$ cat config.mk
export PLATFORM = sky130hd
export DESIGN_NAME = afp_mult_arbiter
export DESIGN_NICKNAME = d
export VERILOG_FILES = /design/src/rtl/afp_mult_arbiter.sv
export SDC_FILE = /design/constraint.sdc
export NUM_CORES = 1
export LEC_CHECK = 0
export CAP_MARGIN = 5
export CORE_MARGIN = 5
export CORE_UTILIZATION = 48
export CTS_BUF_LIST = sky130_fd_sc_hd__clkbuf_2
export CTS_CLUSTER_DIAMETER = 200
export DETAILED_ROUTE_END_ITERATION = 6
export PLACE_DENSITY = 0.82
export SYNTH_ARGS = -nofsm -noshare
export SYNTH_HDL_FRONTEND = slang
export SYNTH_SLANG_ARGS = --single-unit
$ cat constraint.sdc
create_clock -name clk -period 4.75 [get_ports clk]
set_clock_uncertainty 0.2 [all_clocks]
set_input_delay 0.95 -clock clk [delete_from_list [all_inputs] [get_ports clk]]
set_output_delay 0.95 -clock clk [all_outputs]
set_load 0.01 [all_outputs]
$ cat src/rtl/afp_mult_arbiter.sv
// ----------------------------------------------------------------------------
// afp_mult_arbiter
//
// Shares one combinational 4-bit AFP multiplier among N requesters.
// A round-robin arbiter grants at most one requester per cycle into an
// operand register (S1). The shared multiplier evaluates the S1 operands, and
// its unnormalized product fields are captured with the requester tag in a
// result register (S2). S2 drives a single valid/ready output port with full
// backpressure. At most two operations are buffered.
//
// AFP operand packing (4 bits): [3] sign, [2:1] offset, [0] fraction bit.
// Offsets 0..2 are normal and carry a hidden leading one, so the mantissa is
// {1, f}. Offset 3 is the denormal code: there is no hidden one, and the
// fraction bit takes the leading position, so the mantissa is {f, 0}.
//
// Ports (afp_mult_arbiter):
//   clk         in   single clock, rising edge
//   reset       in   synchronous, active-high reset
//   req_valid   in   N     per-requester operand-pair valid
//   req_x       in   4*N   packed operand x, requester i in [4i+3:4i]
//   req_y       in   4*N   packed operand y, requester i in [4i+3:4i]
//   req_ready   out  N     one-hot (or zero) grant, accepted at this edge
//   out_valid   out  1     result register holds a valid result
//   out_ready   in   1     downstream takes the result at this edge
//   out_pm      out  4     product mantissa (unnormalized)
//   out_po      out  3     product offset, sum of the operand offsets
//   out_ps      out  1     product sign
//   out_tag     out  TW    index of the requester that issued the result
//   done_count  out  CW    results consumed downstream, wrapping
// ----------------------------------------------------------------------------

// ----------------------------------------------------------------------------
// afp_multiplier: purely combinational product of two packed AFP operands.
//   x_i, y_i  in   packed operands
//   pm_o      out  mantissa product (2b x 2b -> 4b)
//   po_o      out  offset sum
//   ps_o      out  sign (xor)
// ----------------------------------------------------------------------------
module afp_multiplier (
    input  logic [3:0] x_i,
    input  logic [3:0] y_i,
    output logic [3:0] pm_o,
    output logic [2:0] po_o,
    output logic       ps_o
);

    logic [1:0] mant_x;
    logic [1:0] mant_y;

    // Offset code 3 drops the hidden one and promotes the fraction bit.
    always_comb begin
        mant_x = (x_i[2:1] == 2'b11) ? {x_i[0], 1'b0} : {1'b1, x_i[0]};
        mant_y = (y_i[2:1] == 2'b11) ? {y_i[0], 1'b0} : {1'b1, y_i[0]};
        pm_o   = {2'b00, mant_x} * {2'b00, mant_y};
        po_o   = {1'b0, x_i[2:1]} + {1'b0, y_i[2:1]};
        ps_o   = x_i[3] ^ y_i[3];
    end

endmodule

module afp_mult_arbiter #(
    parameter int N  = 4,
    parameter int TW = $clog2(N),
    parameter int CW = 8
) (
    input  logic            clk,
    input  logic            reset,
    input  logic [N-1:0]    req_valid,
    input  logic [4*N-1:0]  req_x,
    input  logic [4*N-1:0]  req_y,
    output logic [N-1:0]    req_ready,
    output logic            out_valid,
    input  logic            out_ready,
    output logic [3:0]      out_pm,
    output logic [2:0]      out_po,
    output logic            out_ps,
    output logic [TW-1:0]   out_tag,
    output logic [CW-1:0]   done_count
);

    // ------------------------------------------------------------------
    // State
    // ------------------------------------------------------------------
    logic [TW-1:0] ptr_q,      ptr_d;

    logic          s1_valid_q, s1_valid_d;
    logic [3:0]    s1_x_q,     s1_x_d;
    logic [3:0]    s1_y_q,     s1_y_d;
    logic [TW-1:0] s1_tag_q,   s1_tag_d;

    logic          s2_valid_q, s2_valid_d;
    logic [3:0]    s2_pm_q,    s2_pm_d;
    logic [2:0]    s2_po_q,    s2_po_d;
    logic          s2_ps_q,    s2_ps_d;
    logic [TW-1:0] s2_tag_q,   s2_tag_d;

    logic [CW-1:0] done_q,     done_d;

    // ------------------------------------------------------------------
    // Pipeline control
    // ------------------------------------------------------------------
    logic out_fire;
    logic s1_adv;
    logic s1_load_ok;

    always_comb begin
        out_fire   = s2_valid_q && out_ready;
        s1_adv     = s1_valid_q && (!s2_valid_q || out_ready);
        // Reset masks the grant so req_ready reads zero while it is held.
        s1_load_ok = !reset && (!s1_valid_q || s1_adv);
    end

    // ------------------------------------------------------------------
    // Round-robin search: first set req_valid bit at or after ptr_q
    // ------------------------------------------------------------------
    function automatic logic [TW-1:0] rr_index(input logic [TW-1:0] base,
                                               input int            k);
        int s;
        s = (int'(base) + k) % N;
        return TW'(s);
    endfunction

    logic [N-1:0]  gnt;
    logic          gnt_found;
    logic [TW-1:0] gnt_idx;
    logic [TW-1:0] cand;

    always_comb begin
        gnt       = '0;
        gnt_found = 1'b0;
        gnt_idx   = '0;
        cand      = '0;
        for (int k = 0; k < N; k++) begin
            cand = rr_index(ptr_q, k);
            if (s1_load_ok && !gnt_found && req_valid[cand]) begin
                gnt_found = 1'b1;
                gnt[cand] = 1'b1;
                gnt_idx   = cand;
            end
        end
    end

    // Operand mux driven by the one-hot grant.
    logic [3:0] gnt_x;
    logic [3:0] gnt_y;

    always_comb begin
        gnt_x = '0;
        gnt_y = '0;
        for (int i = 0; i < N; i++) begin
            if (gnt[i]) begin
                gnt_x = req_x[i*4 +: 4];
                gnt_y = req_y[i*4 +: 4];
            end
        end
    end

    assign req_ready = gnt;

    // ------------------------------------------------------------------
    // Shared multiplier, fed from S1
    // ------------------------------------------------------------------
    logic [3:0] mul_pm;
    logic [2:0] mul_po;
    logic       mul_ps;

    afp_multiplier u_mul (
        .x_i  (s1_x_q),
        .y_i  (s1_y_q),
        .pm_o (mul_pm),
        .po_o (mul_po),
        .ps_o (mul_ps)
    );

    // ------------------------------------------------------------------
    // Next-state logic
    // ------------------------------------------------------------------
    always_comb begin
        ptr_d = ptr_q;
        if (gnt_found) begin
            ptr_d = (gnt_idx == TW'(N - 1)) ? '0 : gnt_idx + TW'(1);
        end
    end

    // A grant in the same cycle that S1 advances refills it, so the
    // valid bit only falls when S1 empties without a replacement.
    always_comb begin
        s1_valid_d = s1_valid_q;
        s1_x_d     = s1_x_q;
        s1_y_d     = s1_y_q;
        s1_tag_d   = s1_tag_q;
        if (gnt_found) begin
            s1_valid_d = 1'b1;
            s1_x_d     = gnt_x;
            s1_y_d     = gnt_y;
            s1_tag_d   = gnt_idx;
        end else if (s1_adv) begin
            s1_valid_d = 1'b0;
        end
    end

    always_comb begin
        s2_valid_d = s2_valid_q;
        s2_pm_d    = s2_pm_q;
        s2_po_d    = s2_po_q;
        s2_ps_d    = s2_ps_q;
        s2_tag_d   = s2_tag_q;
        if (s1_adv) begin
            s2_valid_d = 1'b1;
            s2_pm_d    = mul_pm;
            s2_po_d    = mul_po;
            s2_ps_d    = mul_ps;
            s2_tag_d   = s1_tag_q;
        end else if (out_fire) begin
            s2_valid_d = 1'b0;
        end
    end

    always_comb begin
        done_d = done_q;
        if (out_fire) begin
            done_d = done_q + CW'(1);
        end
    end

    // ------------------------------------------------------------------
    // Registers
    // ------------------------------------------------------------------
    always_ff @(posedge clk) begin
        if (reset) begin
            ptr_q      <= '0;
            s1_valid_q <= 1'b0;
            s1_x_q     <= '0;
            s1_y_q     <= '0;
            s1_tag_q   <= '0;
            s2_valid_q <= 1'b0;
            s2_pm_q    <= '0;
            s2_po_q    <= '0;
            s2_ps_q    <= 1'b0;
            s2_tag_q   <= '0;
            done_q     <= '0;
        end else begin
            ptr_q      <= ptr_d;
            s1_valid_q <= s1_valid_d;
            s1_x_q     <= s1_x_d;
            s1_y_q     <= s1_y_d;
            s1_tag_q   <= s1_tag_d;
            s2_valid_q <= s2_valid_d;
            s2_pm_q    <= s2_pm_d;
            s2_po_q    <= s2_po_d;
            s2_ps_q    <= s2_ps_d;
            s2_tag_q   <= s2_tag_d;
            done_q     <= done_d;
        end
    end

    // ------------------------------------------------------------------
    // Outputs
    // ------------------------------------------------------------------
    assign out_valid  = s2_valid_q;
    assign out_pm     = s2_pm_q;
    assign out_po     = s2_po_q;
    assign out_ps     = s2_ps_q;
    assign out_tag    = s2_tag_q;
    assign done_count = done_q;

endmodule

==> reports/qor.txt <==
Run status = finished clean
Final nets = 338
Setup TNS Final = 0 ns
Worst endpoint required time = 3.60 ns
Synth Area in XOR/XNOR = 0.03970
CTS resizes = 0
CP endpoint kind = output port
Post-synth cell types = 45
Crit start category = input pin
Main synth FF type = dfxtp_1
Min-delay worst type = reg -> reg
Synth Instances = 220
Antenna violations before repair = 0
Worst hold start = s1_tag_q[1]
Root buf cell = clkbuf_2
Mux cell area share after synthesis = 0.08633
Final Hold Fails = 0
Worst EP arrival = 3.49 ns
Die X = 74.32 microns
CTS tree = yes
Post-CTS setup buffers = 0
Cts bufs inserted = 5
Seq/Total Area, Yosys = 0.3226
Adder-cell share of the synthesized area = 0.07309
Fmax = 215.6 MHz
Antenna diodes = 0
Post-synth top area share = 0.3226
Final Wtd Congestion = 0.8299
Setup WS post-layout = 0.1112 ns
WHS = 0.2967 ns
Drt initial violations = 85
Final min period = 4.639 ns
Die Y = 74.32 microns
Pins Over Slew Limit = 0
Worst setup path class = in -> out
Residual DRC count = 0
Reg-to-reg endpoint = s1_x_q[2]
Largest net degree at the start of global routing = 23
Synth Area in Compound Gates = 0.2331
RSZ-0062 raised after global routing = no
Simple-gate share of the synthesized area = 0.2054
P&R area growth vs syn = 37.37%
Htree depth = 2
Share of post-route cells with drive strength above 1 = 0.1176
Worst skew pair latency = 0.35 ns
Syn. warnings = 0
First-pass GRT wire length = 7.893 mm
First-pass detailed-route iteration total = 4
Crit Path Max Fanout = 9
Commonest non-fill, non-tap cell in the layout = clkdlybuf4s50_1
I/O pins = 62
Mean routed wirelength per cell = 15.14 microns
Core Region = 4000 sq um
Critical R2R Launch = ptr_q[1]
FF+latch count, synth = 32
Pre-CTS setup slack = 0.1222 ns
Area contributors post-synth = dfxtp_1 32%, nor2_1 6.8%, ha_1 6.3%
Antenna Nets Post-Route = 0
Vias/cell = 5.628
Fraction of registers with async set/reset = 0
Dominant cell type by area after synthesis = dfxtp_1
Power density cells = 295.3 nW/um^2
I/O Buffers = 61
HPWL after DPL = 3.981 mm
Largest family of logic cells by synthesized area = compound AO/OA/AOI/OAI gates
Leading cell types in the layout, fill and taps excluded = 61 x clkdlybuf4s50_1, 36 x nor2_1, 32 x dfxtp_1
Leak = 1.105 nW
Syn nets = 270
Hold path cells = 2
Worst hold endpoint = s1_tag_q[1]
Vias in the first global route = 1775
Reg2reg path depth = 9
Post-Synthesis Cell Area = 1986 sq um
Vias = 1908
Max-Cap Viols = 0
Clock-pin slew on the worst setup and hold paths = 0.14 ns
Max IR drop VDD = 0.0001503 V
EDFF count, synth = 0
Mean Syn Cell Area = 9.026 sq um
CTS Sinks = 32
Measured slew at the worst slew-check pin = 0.6482 ns
Clk buf depth = 2
Worst reg2reg setup slack = 1.14 ns
Final WL = 5.133 mm
GRT Util Overall = 0.1838
Initial Utilization = 0.4964
Slew HR = 0.5678
Number of setup violations in the final report = 0
Overflow after GRT = 0
DIE AREA = 5523 sq um
Hold_buf cts = 0
Period Utilization, post-route = 0.9766
Core Rows = 23
per-stage QoR:
stage / std cells / power (mW) / instance area (sq um) / util
final: 339 / 0.8055 / 2728 / 0.6819
after global routing: 339 / 0.8552 / 2728 / 0.6819
after CTS: 339 / 0.8125 / 2728 / 0.6819
after detailed placement: 331 / 0.6872 / 2689 / 0.6722
after global placement: 331 / 0.6772 / 2689 / 0.6722
after floorplan: 220 / 0.5540 / 1986 / -
routing by layer:
metal | routed length, microns | global-route usage | vias to the layer above
met3 | 332 | 0.03514 | 6
met5 | 0 | 0 | -
met4 | 69 | 0.05929 | 0
met2 | 2532 | 0.3346 | 61
met1 | 2199 | 0.2168 | 893
li1 | - | - | 948
synth_stat cells, types with 2 or more instances:
cell type and instances:
a211o_1 2, and2b_1 2, a32o_1 3, o221a_2 8, buf_2 3, a211oi_1 2, buf_1 2, o21ai_0 5
a22o_1 10, mux4_2 2, inv_1 4, a21oi_1 10, nand2_1 11, xor2_1 6, nor2b_1 4, o221a_1 8
ha_1 10, nand3_1 8, nor2_1 36, and3_1 3, clkbuf_1 5, mux2i_1 10, nor3_1 6, nand2b_1 5
xnor2_1 3, o21bai_1 2, dfxtp_1 32
area by class of cell:
| cell class | instances | area, sq um |
|---|---|---|
| clock buffer | 7 | 35.03 |
| clock inverter | 1 | 3.754 |
| fill | 350 | 1272 |
| inverter | 5 | 18.77 |
| multi-input combinational | 171 | 1266 |
| sequential | 32 | 640.6 |
| tap | 50 | 62.56 |
| timing repair buffer | 73 | 700.7 |
worst max-delay path by stage:
stage,startpoint,to,slack (ns),depth (start not counted)
final,req_valid[0],req_ready[1],0.11,7
after global routing,ptr_q[1],req_ready[1],0.002,8
after CTS,req_valid[0],req_ready[1],0.12,7
after detailed placement,req_valid[0],req_ready[1],0.12,7
after global placement,req_valid[0],req_ready[1],0.19,7
after floorplan,flop,req_ready[1],0.85,10
cell families after synthesis:
kind of cell,Yosys count
muxes,13
AOI/OAI and AO/OA,55
DFF,32
adders and majority gates,11
and+or+nand+nor,83
xor gates and xnor gates,9
buffers and inverters,17
power by group:
| group | switching (mW) | total [mW] | internal [mW] |
|---|---|---|---|
| combinational | 0.169 | 0.354 | 0.185 |
| clock | 0.0846 | 0.124 | 0.0395 |
| sequential | 0.0279 | 0.328 | 0.300 |
critical path, stage by stage:
cell and delay (ns):
clkdlybuf4s50_1 0.58, and2b_1 0.21, mux4_2 0.50, a32o_1 0.28, a221o_1 0.28, and2_4 0.20, clkdlybuf4s50_1 0.48
sequential cells by signal, indices dropped and copies added, names as in the netlist, named ones only:
name        count
done_count      8
out_pm          4
s1_x_q          4
s1_y_q          4
out_po          3
out_tag         2
s1_tag_q        2
out_ps          1
out_valid       1
ptr_q           1
s1_valid_q      1
Power figures use the tool's default switching activity.
